**src/rtl/dmem_arbiter_pkg.sv**
```systemverilog
`default_nettype none
// ============================================================================
// Module   : dmem_arbiter_pkg
// Brief    : Shared types and port-index constants for the data-memory arbiter.
// Revision : 1.0 - initial release
// ============================================================================
package dmem_arbiter_pkg;

    typedef enum logic [1:0] {
        ST_IDLE = 2'd0,
        ST_OWN0 = 2'd1,
        ST_OWN1 = 2'd2
    } arb_state_e;

    localparam int unsigned PORT0     = 0;
    localparam int unsigned PORT1     = 1;
    localparam int unsigned NUM_PORTS = 2;

endpackage
`default_nettype wire

```
**src/rtl/dmem_arb_select.sv**
```systemverilog
`default_nettype none
// ============================================================================
// Module   : dmem_arb_select
// Brief    : Combinational winner selection for the two-port data-memory arbiter.
// Revision : 1.0 - initial release
// ============================================================================
module dmem_arb_select
    import dmem_arbiter_pkg::*;
#(
    parameter int unsigned MAX_WAIT  = 4,
    parameter int unsigned MAX_BURST = 8,
    parameter int unsigned WAIT_W    = 3,
    parameter int unsigned BURST_W   = 4
) (
    input  arb_state_e           state_i,
    input  logic [NUM_PORTS-1:0] req_i,
    input  logic [WAIT_W-1:0]    wait_cnt_i,
    input  logic [BURST_W-1:0]   burst_cnt_i,
    output logic [NUM_PORTS-1:0] gnt_o,
    output logic                 hold_o
);

    logic w_cap;
    logic w_rel0;
    logic w_rel1;
    logic w_hold0;
    logic w_hold1;

    // A full burst budget only matters when the other port is waiting.
    assign w_cap   = (burst_cnt_i >= BURST_W'(MAX_BURST));
    assign w_rel0  = (state_i == ST_OWN0) && req_i[PORT0] && req_i[PORT1] && w_cap;
    assign w_rel1  = (state_i == ST_OWN1) && req_i[PORT1] && req_i[PORT0] && w_cap;
    assign w_hold0 = (state_i == ST_OWN0) && req_i[PORT0] && !w_rel0;
    assign w_hold1 = (state_i == ST_OWN1) && req_i[PORT1] && !w_rel1;
    assign hold_o  = w_hold0 | w_hold1;

    always_comb begin
        gnt_o = '0;
        if (w_hold0) begin
            gnt_o[PORT0] = 1'b1;
        end else if (w_hold1) begin
            gnt_o[PORT1] = 1'b1;
        end else if (w_rel0) begin
            gnt_o[PORT1] = 1'b1;
        end else if (w_rel1) begin
            gnt_o[PORT0] = 1'b1;
        end else if (req_i[PORT1] && (wait_cnt_i == WAIT_W'(MAX_WAIT))) begin
            gnt_o[PORT1] = 1'b1;
        end else if (req_i[PORT0]) begin
            gnt_o[PORT0] = 1'b1;
        end else if (req_i[PORT1]) begin
            gnt_o[PORT1] = 1'b1;
        end
    end

endmodule
`default_nettype wire

```
**src/rtl/dmem_arbiter.sv**
```systemverilog
`default_nettype none
// ============================================================================
// Module   : dmem_arbiter
// Brief    : Shares a single-port synchronous data RAM between the core (port 0)
//            and a loader/debug master (port 1) with aging and burst lock.
// Revision : 1.0 - initial release
// ============================================================================
module dmem_arbiter
    import dmem_arbiter_pkg::*;
#(
    parameter int unsigned ADDR_W    = 32,
    parameter int unsigned DATA_W    = 32,
    parameter int unsigned MAX_WAIT  = 4,
    parameter int unsigned MAX_BURST = 8
) (
    input  logic              clk,
    input  logic              rst_n,
    input  logic              req_0_i,
    input  logic              we_0_i,
    input  logic              lock_0_i,
    input  logic [ADDR_W-1:0] addr_0_i,
    input  logic [DATA_W-1:0] wdata_0_i,
    input  logic              req_1_i,
    input  logic              we_1_i,
    input  logic              lock_1_i,
    input  logic [ADDR_W-1:0] addr_1_i,
    input  logic [DATA_W-1:0] wdata_1_i,
    output logic              gnt_0_o,
    output logic              gnt_1_o,
    output logic              rvalid_0_o,
    output logic              rvalid_1_o,
    output logic [DATA_W-1:0] rdata_0_o,
    output logic [DATA_W-1:0] rdata_1_o,
    output logic [ADDR_W-1:0] mem_addr_o,
    output logic [DATA_W-1:0] mem_wdata_o,
    output logic              mem_we_o,
    output logic              mem_re_o,
    input  logic [DATA_W-1:0] mem_rdata_i
);

    localparam int unsigned WAIT_W  = $clog2(MAX_WAIT + 1);
    localparam int unsigned BURST_W = $clog2(MAX_BURST + 1);

    arb_state_e             state_q;
    arb_state_e             state_d;
    logic [WAIT_W-1:0]      wait_cnt_q;
    logic [WAIT_W-1:0]      wait_cnt_d;
    logic [BURST_W-1:0]     burst_cnt_q;
    logic [BURST_W-1:0]     burst_cnt_d;
    logic [NUM_PORTS-1:0]   rvalid_q;
    logic [NUM_PORTS-1:0]   rvalid_d;

    logic [NUM_PORTS-1:0]   w_sel_gnt;
    logic [NUM_PORTS-1:0]   w_gnt;
    logic                   w_hold;

    dmem_arb_select #(
        .MAX_WAIT  (MAX_WAIT),
        .MAX_BURST (MAX_BURST),
        .WAIT_W    (WAIT_W),
        .BURST_W   (BURST_W)
    ) u_select (
        .state_i     (state_q),
        .req_i       ({req_1_i, req_0_i}),
        .wait_cnt_i  (wait_cnt_q),
        .burst_cnt_i (burst_cnt_q),
        .gnt_o       (w_sel_gnt),
        .hold_o      (w_hold)
    );

    // Grants are forced low while reset is asserted so the RAM sees no strobes.
    assign w_gnt   = w_sel_gnt & {NUM_PORTS{rst_n}};
    assign gnt_0_o = w_gnt[PORT0];
    assign gnt_1_o = w_gnt[PORT1];

    always_comb begin
        mem_addr_o  = '0;
        mem_wdata_o = '0;
        mem_we_o    = 1'b0;
        mem_re_o    = 1'b0;
        if (w_gnt[PORT0]) begin
            mem_addr_o  = addr_0_i;
            mem_wdata_o = wdata_0_i;
            mem_we_o    = we_0_i;
            mem_re_o    = !we_0_i;
        end else if (w_gnt[PORT1]) begin
            mem_addr_o  = addr_1_i;
            mem_wdata_o = wdata_1_i;
            mem_we_o    = we_1_i;
            mem_re_o    = !we_1_i;
        end
    end

    // Burst count grows only while the other port is waiting; a fresh lock restarts it.
    always_comb begin
        state_d     = ST_IDLE;
        burst_cnt_d = '0;
        if (w_gnt[PORT0] && lock_0_i) begin
            state_d     = ST_OWN0;
            burst_cnt_d = (w_hold ? burst_cnt_q : '0) + BURST_W'(req_1_i);
        end else if (w_gnt[PORT1] && lock_1_i) begin
            state_d     = ST_OWN1;
            burst_cnt_d = (w_hold ? burst_cnt_q : '0) + BURST_W'(req_0_i);
        end
    end

    always_comb begin
        wait_cnt_d = wait_cnt_q;
        if (!req_1_i || w_gnt[PORT1]) begin
            wait_cnt_d = '0;
        end else if (wait_cnt_q < WAIT_W'(MAX_WAIT)) begin
            wait_cnt_d = wait_cnt_q + WAIT_W'(1);
        end
    end

    assign rvalid_d = w_gnt & ~{we_1_i, we_0_i};

    always_ff @(posedge clk or negedge rst_n) begin
        if (!rst_n) begin
            state_q     <= ST_IDLE;
            wait_cnt_q  <= '0;
            burst_cnt_q <= '0;
            rvalid_q    <= '0;
        end else begin
            state_q     <= state_d;
            wait_cnt_q  <= wait_cnt_d;
            burst_cnt_q <= burst_cnt_d;
            rvalid_q    <= rvalid_d;
        end
    end

    assign rvalid_0_o = rvalid_q[PORT0];
    assign rvalid_1_o = rvalid_q[PORT1];
    assign rdata_0_o  = rvalid_q[PORT0] ? mem_rdata_i : '0;
    assign rdata_1_o  = rvalid_q[PORT1] ? mem_rdata_i : '0;

endmodule
`default_nettype wire
```
**config.mk**
```make
export PLATFORM = sky130hd
export DESIGN_NAME = dmem_arbiter
export DESIGN_NICKNAME = d
export VERILOG_FILES = /design/src/rtl/dmem_arbiter_pkg.sv /design/src/rtl/dmem_arb_select.sv /design/src/rtl/dmem_arbiter.sv
export SDC_FILE = /design/constraint.sdc
export NUM_CORES = 1
export LEC_CHECK = 0
export ABC_AREA = 0
export CAP_MARGIN = 40
export CORE_AREA = 3 3 117 119
export CTS_CLUSTER_DIAMETER = 40
export CTS_CLUSTER_SIZE = 30
export DETAILED_ROUTE_END_ITERATION = 6
export DIE_AREA = 0 0 120 122
export HOLD_SLACK_MARGIN = 0.05
export SYNTH_ARGS = -nofsm -noshare
export SYNTH_HDL_FRONTEND = slang
export SYNTH_SLANG_ARGS = --single-unit
```
**constraint.sdc**
```tcl
create_clock -name clk -period 1.68 [get_ports clk]
set_input_delay 0.252 -clock clk [delete_from_list [all_inputs] [get_ports clk]]
set_output_delay 0.252 -clock clk [all_outputs]
set_load 0.02 [all_outputs]
```
Word-level counts from Yosys, hierarchy flattened:

Index checks and enable logic that the tools add are counted.

* add/sub/neg operators: 3
* $lt $le $gt $ge: 2
* equality and inequality tests: 3
* muxes and demuxes: 30
* bitwise gates (word level): 4
* reduce and logical (&&, ||, !) cells: 18

Operator list (count)
* 32-bit 2-to-1 mux: 6
* 1-bit 2-to-1 mux: 17
* 4-bit 2-to-1 mux: 3
* 1-bit logical AND: 11
* 4-bit by 1-bit adder with 4-bit output: 2
* 3-bit 2-to-1 mux: 2
* 1-bit zero test: 5
* 2-bit bitwise AND: 2
* 4-bit greater-or-equal comparator (second input constant): 1
* 2-bit 2-to-1 mux: 2
* 3-bit by 1-bit adder with 3-bit output (second input constant): 1
* 3-bit equality test (second input constant): 1
* 3-bit < comparator (second input constant): 1
* 2-bit by 1-bit equality test with 1-bit output (second input constant): 1
* 2-bit equality test (second input constant): 1
* 2-bit NOT: 1
* 2-bit nonzero test: 1
* 1-bit logical OR: 1
* 1-bit bitwise OR: 1

* flip-flop bits (word level): 11
* input port bits: 168
* logic and storage cells: 64

Depth between registers and ports, before layout:

Gate-level depths: netlist of the first run.

* depth after elaboration: 12
* gate-level depth with buffers: 9

By module:

Synthesis of the first run repeated with hierarchy kept, for this count alone.

* cell total of the unflattened synthesis: 220
* area, all modules: 1750.4 µm²

Modules (own cells, without submodules)
* dmem_arbiter: instances 1, cells an instance 203, area an instance 1640.3 µm², seq. area each 275.3 µm²
* dmem_arb_select: instances 1, cells an instance 17, area an instance 110.1 µm², seq. area each 0.0 µm²

Worst setup path before layout of the first run:

No wires, ideal clock.

* kind: reg2out
* start: register wait_cnt_q[0]
* end: output mem_we_o
* arrival: 1.699 ns
* data required time: 1.428 ns
* path slack: -0.271 ns
* cell stages (with the launch flop): 9
* buffers on the path: 2
* cell sequence: dfrtp_1 -> inv_1 -> ha_1 -> nand3_1 -> o21a_1 -> and3_1 -> buf_6 -> buf_4 -> o31ai_2

RTL lines
* start, declared: RTL line dmem_arbiter.sv:46 `logic [WAIT_W-1:0] wait_cnt_q;`
* start signal, assigned: RTL line dmem_arbiter.sv:126 `wait_cnt_q <= wait_cnt_d;`
* 3-bit equality test: RTL line dmem_arb_select.sv:47 `end else if (req_i[PORT1] && (wait_cnt_i == WAIT_W'(MAX_WAIT))) begin`
* 1-bit logical AND: RTL line dmem_arb_select.sv:47
* 1-bit 2-to-1 mux: RTL line dmem_arb_select.sv:47
* 1-bit 2-to-1 mux: RTL line dmem_arb_select.sv:45 `end else if (w_rel1) begin`
* 1-bit 2-to-1 mux: RTL line dmem_arb_select.sv:43 `end else if (w_rel0) begin`
* 1-bit 2-to-1 mux: RTL line dmem_arb_select.sv:41 `end else if (w_hold1) begin`
* 1-bit 2-to-1 mux: RTL line dmem_arb_select.sv:39 `if (w_hold0) begin`
* 2-bit bitwise AND: RTL line dmem_arbiter.sv:72 `assign w_gnt = w_sel_gnt & {NUM_PORTS{rst_n}};`
* net gnt_0_o: RTL line dmem_arbiter.sv:28 `output logic gnt_0_o,`
* 1-bit 2-to-1 mux: RTL line dmem_arbiter.sv:81 `if (w_gnt[PORT0]) begin`
* end, declared: RTL line dmem_arbiter.sv:36 `output logic mem_we_o,`

The timed path passes the listed nets, and every way through them passes these cells.

Worst setup path in the final report of the first run:

* start: register wait_cnt_q[0]
* end: output mem_addr_o[8]

* cells in the longest elaborated chain, start to end: 10

Ends and longest elaborated chain
* 3-bit equality test *: RTL line dmem_arb_select.sv:47
* 1-bit logical AND *: RTL line dmem_arb_select.sv:47
* 1-bit 2-to-1 mux: RTL line dmem_arb_select.sv:47
* 1-bit 2-to-1 mux: RTL line dmem_arb_select.sv:45
* 1-bit 2-to-1 mux: RTL line dmem_arb_select.sv:43
* 1-bit 2-to-1 mux: RTL line dmem_arb_select.sv:41
* 1-bit 2-to-1 mux: RTL line dmem_arb_select.sv:39
* 2-bit bitwise AND *: RTL line dmem_arbiter.sv:72
* 32-bit 2-to-1 mux: RTL line dmem_arbiter.sv:86 `end else if (w_gnt[PORT1]) begin`
* 32-bit 2-to-1 mux *: RTL line dmem_arbiter.sv:81
* end, declared: RTL line dmem_arbiter.sv:34 `output logic [ADDR_W-1:0] mem_addr_o,`

Every way passes the cells marked *; elsewhere a longest branch is shown, timed or not.

==> flow_metrics.env, run 1 <==
export IMPL_status="finished with violations"
export IMPL_violations="negative setup slack"
export IMPL_cts_tree="yes"
export IMPL_drive_above_1_share_pct=34.1
export IMPL_fin_nets=735
export IMPL_dieArea_mm2=0.0146
export IMPL_cts_buffer_depth=2
export IMPL_met3_usage_pct=5.85
export IMPL_internal_power_mw=1.49
export IMPL_synth_top_area_share_pct=31.9
export IMPL_crit_family="buffers and inverters"
export IMPL_slew_violations=0
export IMPL_yosys_top_cells_area="a22o_1, and2_1, dfrtp_1"
export IMPL_wirelength_um=12600
export IMPL_synth_avg_cell_area_um2=8.23
export IMPL_setup_violations_final=74
export IMPL_syn_area_mm2=0.00179
export IMPL_cp_slowest_cell="dfrtp_1"
export IMPL_dpl_worst_slack_ns=-0.964
export IMPL_fin_crit_ns=2.26
export IMPL_grt_busiest_layer="met2"
export IMPL_crit_required_ns=1.43
export IMPL_ys_warnings_count=0
export IMPL_cpPeakStageDelay_ns=0.37
export IMPL_insertedDiodeCount=0
export IMPL_rsz0062_at_grt="yes"
export IMPL_synth_main_ff_cell="dfrtp_1"
export IMPL_finish_utilization_pct=48.1
export IMPL_grt_use_met2_pct=32.3
export IMPL_p_seq_share_pct=13.3
export IMPL_hold_violations=0
export IMPL_rrSetupSlack_ns=-0.35
export IMPL_ios=302
export IMPL_power_frac_comb_pct=67.2
export IMPL_hold_buffers=0
export IMPL_p_leak_nw=2.94
export IMPL_r2r_start="state_q[1]"
export IMPL_path_max_fanout=16
export IMPL_yosysMostFrequentCell="and2_1"
export IMPL_antenna_found_initial=0
export IMPL_syn_inst=217
export IMPL_max_freq_mhz=442
export IMPL_dp_hpwl_um=10300
export IMPL_h_tree_depth=1
export IMPL_insertion_delay_ns=0.23
export IMPL_core_area_mm2=0.0127
export IMPL_path_clk_slew_ns=0.04
export IMPL_cp_start_kind="flip-flop"
export IMPL_grt_pass1_vias=3387
export IMPL_ir_worst_vdd_mv=0.267
export IMPL_skew_ns=0.000862
export IMPL_synth_distinct_cells=30
export IMPL_setup_ws_ns=-0.582
export IMPL_die_x_um=120
export IMPL_final_cells=732
export IMPL_grtUsageMet1_pct=14.8
export IMPL_r2r_cells=10
export IMPL_power_mw=2.17
export IMPL_rows=41
export IMPL_tightest_slew_ns=0.338
export IMPL_drc=0
export IMPL_syn_nets=391
export IMPL_firstDrtPassIters=6
export IMPL_min_path_type="input port to flip-flop"
export IMPL_synthArstFlopShare_pct=100
export IMPL_maxCapViolCount=0
export IMPL_endpoint_kind="primary output"
export IMPL_avgViaCountPerCell=4.32
export IMPL_whs_endpoint="wait_cnt_q[0]"
export IMPL_die_height_um=122
export IMPL_path_buf_inv=4
export IMPL_holdWs_ns=0.418
export IMPL_dpl_cell_count=696
export IMPL_critical_path_arrival_ns=2.01
export IMPL_grt_max_degree=34
export IMPL_yosysSeqAreaShare_pct=15.4
export IMPL_gp_congestion=0.812
export IMPL_start_util_pct=14.1
export IMPL_synth_edf_count=0
export IMPL_dr_first_iter_drc_count=70
export IMPL_hp_start="req_1_i"
export IMPL_clkSinkCount=11
export IMPL_timing_final_crit_share_pct=135
export IMPL_num_vias=3162
export IMPL_p_clk_share_pct=19.5
export IMPL_crit_chain="inv_1, ha_2, nand3_2, o21a_1, and3_4, buf_4, buf_12, a22o_4, buf_6"
export IMPL_grt_pass1_wl_um=18200
export IMPL_holdPathStages=3
export IMPL_r2r_end="burst_cnt_q[3]"
export IMPL_max_slew_margin_rel_pct=77.5
export IMPL_avgRoutedWirePerCell_um=17.2
export IMPL_port_buffers=301
export IMPL_power_density_mw_per_mm2=356
export IMPL_grt_ovfl_total=0
export IMPL_switching_share_pct=31.3
export IMPL_cts_root_buf="clkbuf_16"
export IMPL_grtUsageTotal_pct=15.7
export IMPL_synth_common_cells="and2_1, a22o_1, dfrtp_1"
export IMPL_area_growth_syn_to_layout_pct=241
export IMPL_ys_seq_elements=11
export IMPL_cts_made_buffers=3
export IMPL_yosys_area_top_type="a22o_1"
export IMPL_p_switching_mw=0.679
export IMPL_ant_nets=0
export IMPL_path_class="flip-flop to primary output"
power groups by stage:
stage | Combinational (mW) | Clock (mW) | Sequential (mW)
after floorplan | 0.497 | 0 | 0.293
after global routing | 1.54 | 0.446 | 0.289
after CTS | 1.44 | 0.432 | 0.286
final | 1.46 | 0.423 | 0.288
after detailed placement | 1.32 | 0 | 0.290
after global placement | 1.31 | 0 | 0.289
kinds of logic (layout without fill, tap and decap cells):
| kind of cell | after synthesis | after routing | share of synthesized area (%) |
|---|---|---|---|
| adder cells (fa/ha/maj) | 6 | 6 | 4.20 |
| AO/OA/AOI/OAI | 77 | 77 | 37.6 |
| flip-flops | 11 | 11 | 15.4 |
| XOR/XNOR | 6 | 6 | 2.94 |
| AND/OR/NAND/NOR | 89 | 89 | 30.9 |
| buffers and inverters | 27 | 370 | 8.40 |
| multiplexers | 1 | 1 | 0.560 |
state kept, by name, summed over array words and instances (netlist names):
signal       cells
burst_cnt_q      4
wait_cnt_q       3
rvalid_q         2
state_q          2
through the flow:
step	TNS, ns	area (um2)
6_report	-37.01	6090
5_1_grt	-43.06	6090
4_1_cts	-35.57	5940
3_5_place_dp	-63.53	5480
3_3_place_gp	-60.65	5480
2_1_floorplan	-9.41	2110
how the worst max path moves through the flow:
stage,to,slack [ns],from,cells past startpoint
2_1_floorplan,mem_we_o,-0.17,wait_cnt_q[0],8
4_1_cts,mem_wdata_o[28],-0.62,state_q[0],7
6_report,mem_addr_o[8],-0.58,wait_cnt_q[0],9
3_3_place_gp,mem_wdata_o[28],-0.91,req_1_i,7
5_1_grt,mem_addr_o[8],-0.66,wait_cnt_q[0],9
3_5_place_dp,mem_addr_o[25],-0.96,req_1_i,7
worst register-to-register path, cell delays in order (launching register included):
cell and delay, ns:
dfrtp_2 0.43, buf_6 0.13, buf_6 0.10, and3b_2 0.24, a22oi_2 0.08, nor2b_2 0.18
ha_2 0.22, nand3_2 0.08, xor2_1 0.17, nor2_1 0.08, a32o_1 0.21
area by class of cell:
class	count	area (um2)
multi-input cells	179	1770
well taps	172	215
flip-flops and latches	11	278
inverters	4	15.0
fillers	1181	6580
repair buffers	362	3730
clock buffers	4	78.8
placed cells by master (no fill, tap or decap), types with 2 or more instances in the layout:
master	n
and3b_2	2
a22o_1	31
dlygate4sd2_1	65
buf_4	35
ha_4	2
dfrtp_2	2
inv_1	4
clkbuf_16	4
xor2_1	3
buf_6	75
clkdlybuf4s50_1	167
buf_2	2
xnor2_1	2
nor3b_1	2
dfrtp_1	9
buf_16	4
a22o_4	34
and2_4	2
nor2b_2	2
nand3_2	3
nor2_1	3
a32o_1	4
nand2_1	3
and2_1	65
buf_12	11
ha_1	2
ha_2	2
layer usage:
layer	part of all wire [%]	wire length (um)	vias to the layer above
met1	31	3920	1458
li1	-	-	1494
met3	11	1440	14
met5	0	0	-
met2	56	7050	196
met4	1.4	174	0
what timing repair did:
item | CTS | global route
setup buffers | 22 | 10
pin swaps | 11 | 25
gates cloned | 3 | 1
endpoints found under the setup margin | 140 | 78
resized for setup | 470 | 24
(Power assumes the default switching activity.)
==> run 2, diff against run 1 <==
--- a/config.mk
+++ b/config.mk
@@ -7,12 +7,14 @@
 export LEC_CHECK = 0
 export ABC_AREA = 0
 export CAP_MARGIN = 40
-export CORE_AREA = 3 3 117 119
+export CORE_AREA = 2 2 116 118
+export CTS_BUF_LIST = sky130_fd_sc_hd__clkbuf_8 sky130_fd_sc_hd__clkbuf_16
 export CTS_CLUSTER_DIAMETER = 40
 export CTS_CLUSTER_SIZE = 30
 export DETAILED_ROUTE_END_ITERATION = 6
-export DIE_AREA = 0 0 120 122
+export DIE_AREA = 0 0 118 120
 export HOLD_SLACK_MARGIN = 0.05
+export SKIP_CTS_REPAIR_TIMING = 1
 export SYNTH_ARGS = -nofsm -noshare
 export SYNTH_HDL_FRONTEND = slang
 export SYNTH_SLANG_ARGS = --single-unit
==> run 2 against run 1 <==
  * Wire length shrank 1.7%
  * Global-route usage decreased by 2.0 points
  * Critical path depth fell by 2
  * Register-to-register slack better by 0.16 ns
  * The flow still finishes with violations (negative setup slack)
==> flow_metrics.env, run 2 (synthesis results as in run 1) <==
export IMPL_endpoint_kind="primary output"
export IMPL_grtUsageTotal_pct=13.7
export IMPL_clkSinkCount=11
export IMPL_critical_path_arrival_ns=1.99
export IMPL_timing_final_crit_share_pct=134
export IMPL_dpl_cell_count=695
export IMPL_num_vias=3072
export IMPL_most_common_layout_cells="clkdlybuf4s50_1, and2_1, dlymetal6s2s_1"
export IMPL_power_density_mw_per_mm2=345
export IMPL_die_height_um=120
export IMPL_crit_chain="xor2_1, o21a_4, and3_4, buf_6, clkbuf_16, a22o_4, buf_12"
export IMPL_wl_met2_um=6770
export IMPL_status="finished with violations"
export IMPL_firstDrtPassIters=4
export IMPL_fin_nets=721
export IMPL_rows=42
export IMPL_ant_nets=0
export IMPL_largest_reg_flops=4
export IMPL_fin_tns_setup_ns=-34.43
export IMPL_violations="negative setup slack"
export IMPL_slew_violations=0
export IMPL_avgRoutedWirePerCell_um=17.1
export IMPL_core_area_mm2=0.0130
export IMPL_ir_worst_vdd_mv=0.252
export IMPL_grt_pass1_vias=2981
export IMPL_cts_root_buf="clkbuf_16"
export IMPL_power_mw=2.10
export IMPL_dr_first_iter_drc_count=46
export IMPL_grt_max_degree=46
export IMPL_max_freq_mhz=445
export IMPL_insertion_delay_ns=0.23
export IMPL_max_slew_margin_rel_pct=78.0
export IMPL_start_util_pct=13.8
export IMPL_final_common_cell="clkdlybuf4s50_1"
export IMPL_dp_hpwl_um=9160
export IMPL_routed_top_layer="met4"
export IMPL_p_leak_nw=3.70
export IMPL_top_register="burst_cnt_q"
export IMPL_h_tree_depth=1
export IMPL_fin_crit_ns=2.25
export IMPL_antenna_found_initial=0
export IMPL_ios=302
export IMPL_grt_ovfl_total=0
export IMPL_wl_met1_um=4430
export IMPL_reg_largest_list="burst_cnt_q: 4 flops, wait_cnt_q: 3 flops"
export IMPL_area_growth_syn_to_layout_pct=241
export IMPL_grt_pass1_wl_um=15700
export IMPL_skew_ns=0.00362
export IMPL_maxCapViolCount=0
export IMPL_crit_required_ns=1.43
export IMPL_dieArea_mm2=0.0142
export IMPL_dr_wl_met3_um=1040
export IMPL_cts_buffer_depth=2
export IMPL_cpPeakStageDelay_ns=0.45
export IMPL_path_clk_slew_ns=0.04
export IMPL_cp_start_kind="flip-flop"
export IMPL_insertedDiodeCount=0
export IMPL_cts_made_buffers=3
export IMPL_rsz0062_at_grt="yes"
export IMPL_r2r_cells=8
export IMPL_path_max_fanout=8
export IMPL_avgViaCountPerCell=4.25
export IMPL_die_x_um=118
export IMPL_cts_tree="yes"
export IMPL_min_path_type="input port to asynchronous set/reset pin"
export IMPL_tightest_slew_ns=0.329
export IMPL_setup_violations_final=72
export IMPL_cp_slowest_cell="dfrtp_2"
export IMPL_setup_ws_ns=-0.566
export IMPL_port_buffers=301
export IMPL_final_cells=722
export IMPL_drive_above_1_share_pct=31.9
export IMPL_gp_congestion=0.807
export IMPL_hold_violations=0
export IMPL_wirelength_um=12400
export IMPL_drc=0
export IMPL_path_class="flip-flop to primary output"
==> run 2: cell count changes in the layout (fill, tap and decap cells not counted), sizes merged <==
cell / previous run / this run
clkbuf: 6 / 25
buf: 128 / 94
inv: 4 / 5
dlymetal6s2s: 0 / 65
dlygate4sd2: 65 / 0
==> run 2: cell type report <==
type | count | area, um2
well taps | 176 | 220
clock buffers | 3 | 75.1
fillers | 1216 | 6890
flip-flops and latches | 11 | 277
repair buffers | 348 | 3730
multi-input cells | 179 | 1770
clock inverters | 1 | 3.75
inverters | 4 | 15.0
==> run 2: power breakdown <==
part	total [mW]	internal (mW)	leakage, nW	switching [mW]
Clock	0.417	0.311	0.0423	0.106
Sequential	0.287	0.278	0.148	0.00851
Combinational	1.39	0.847	3.51	0.547
Total	2.10	1.44	3.70	0.661
==> run 2: critical path, delay by kind of cell (launching register included) <==
family	cells	cell delay, ns
flip-flops	1	0.45
XOR/XNOR	1	0.19
AND/OR/NAND/NOR	1	0.21
AO/OA/AOI/OAI	2	0.48
buffers and inverters	3	0.42
==> run 2: per-stage QoR <==
step	utilization (%)	hold slack, ns	instance area, um2	worst slack, ns
CTS	42.7	0.412	5540	-1.18
global placement	42.1	0.650	5460	-0.994
floorplan	-	-0.0436	2110	-0.170
finish	46.9	0.413	6090	-0.566
detailed placement	42.1	0.651	5460	-1.03
global route	46.9	0.414	6090	-0.640
==> run 2: worst paths after layout <==
check,startpoint,to,slack [ns]
max,state_q[0],mem_wdata_o[30],-0.57
min,rst_n,burst_cnt_q[0],0.41
max reg2reg,state_q[0],burst_cnt_q[3],-0.19
min reg2reg,wait_cnt_q[0],wait_cnt_q[0],0.68
max in group asynchronous,rst_n,state_q[0],1.06
min in group clk,req_1_i,wait_cnt_q[1],0.43
==> run 2: metal layers <==
metal / vias up / GRT usage [%]
met3: 12 / 3.90
met4: 0 / 2.18
li1: 1467 / -
met5: - / 0
met2: 180 / 26.9
met1: 1413 / 14.5
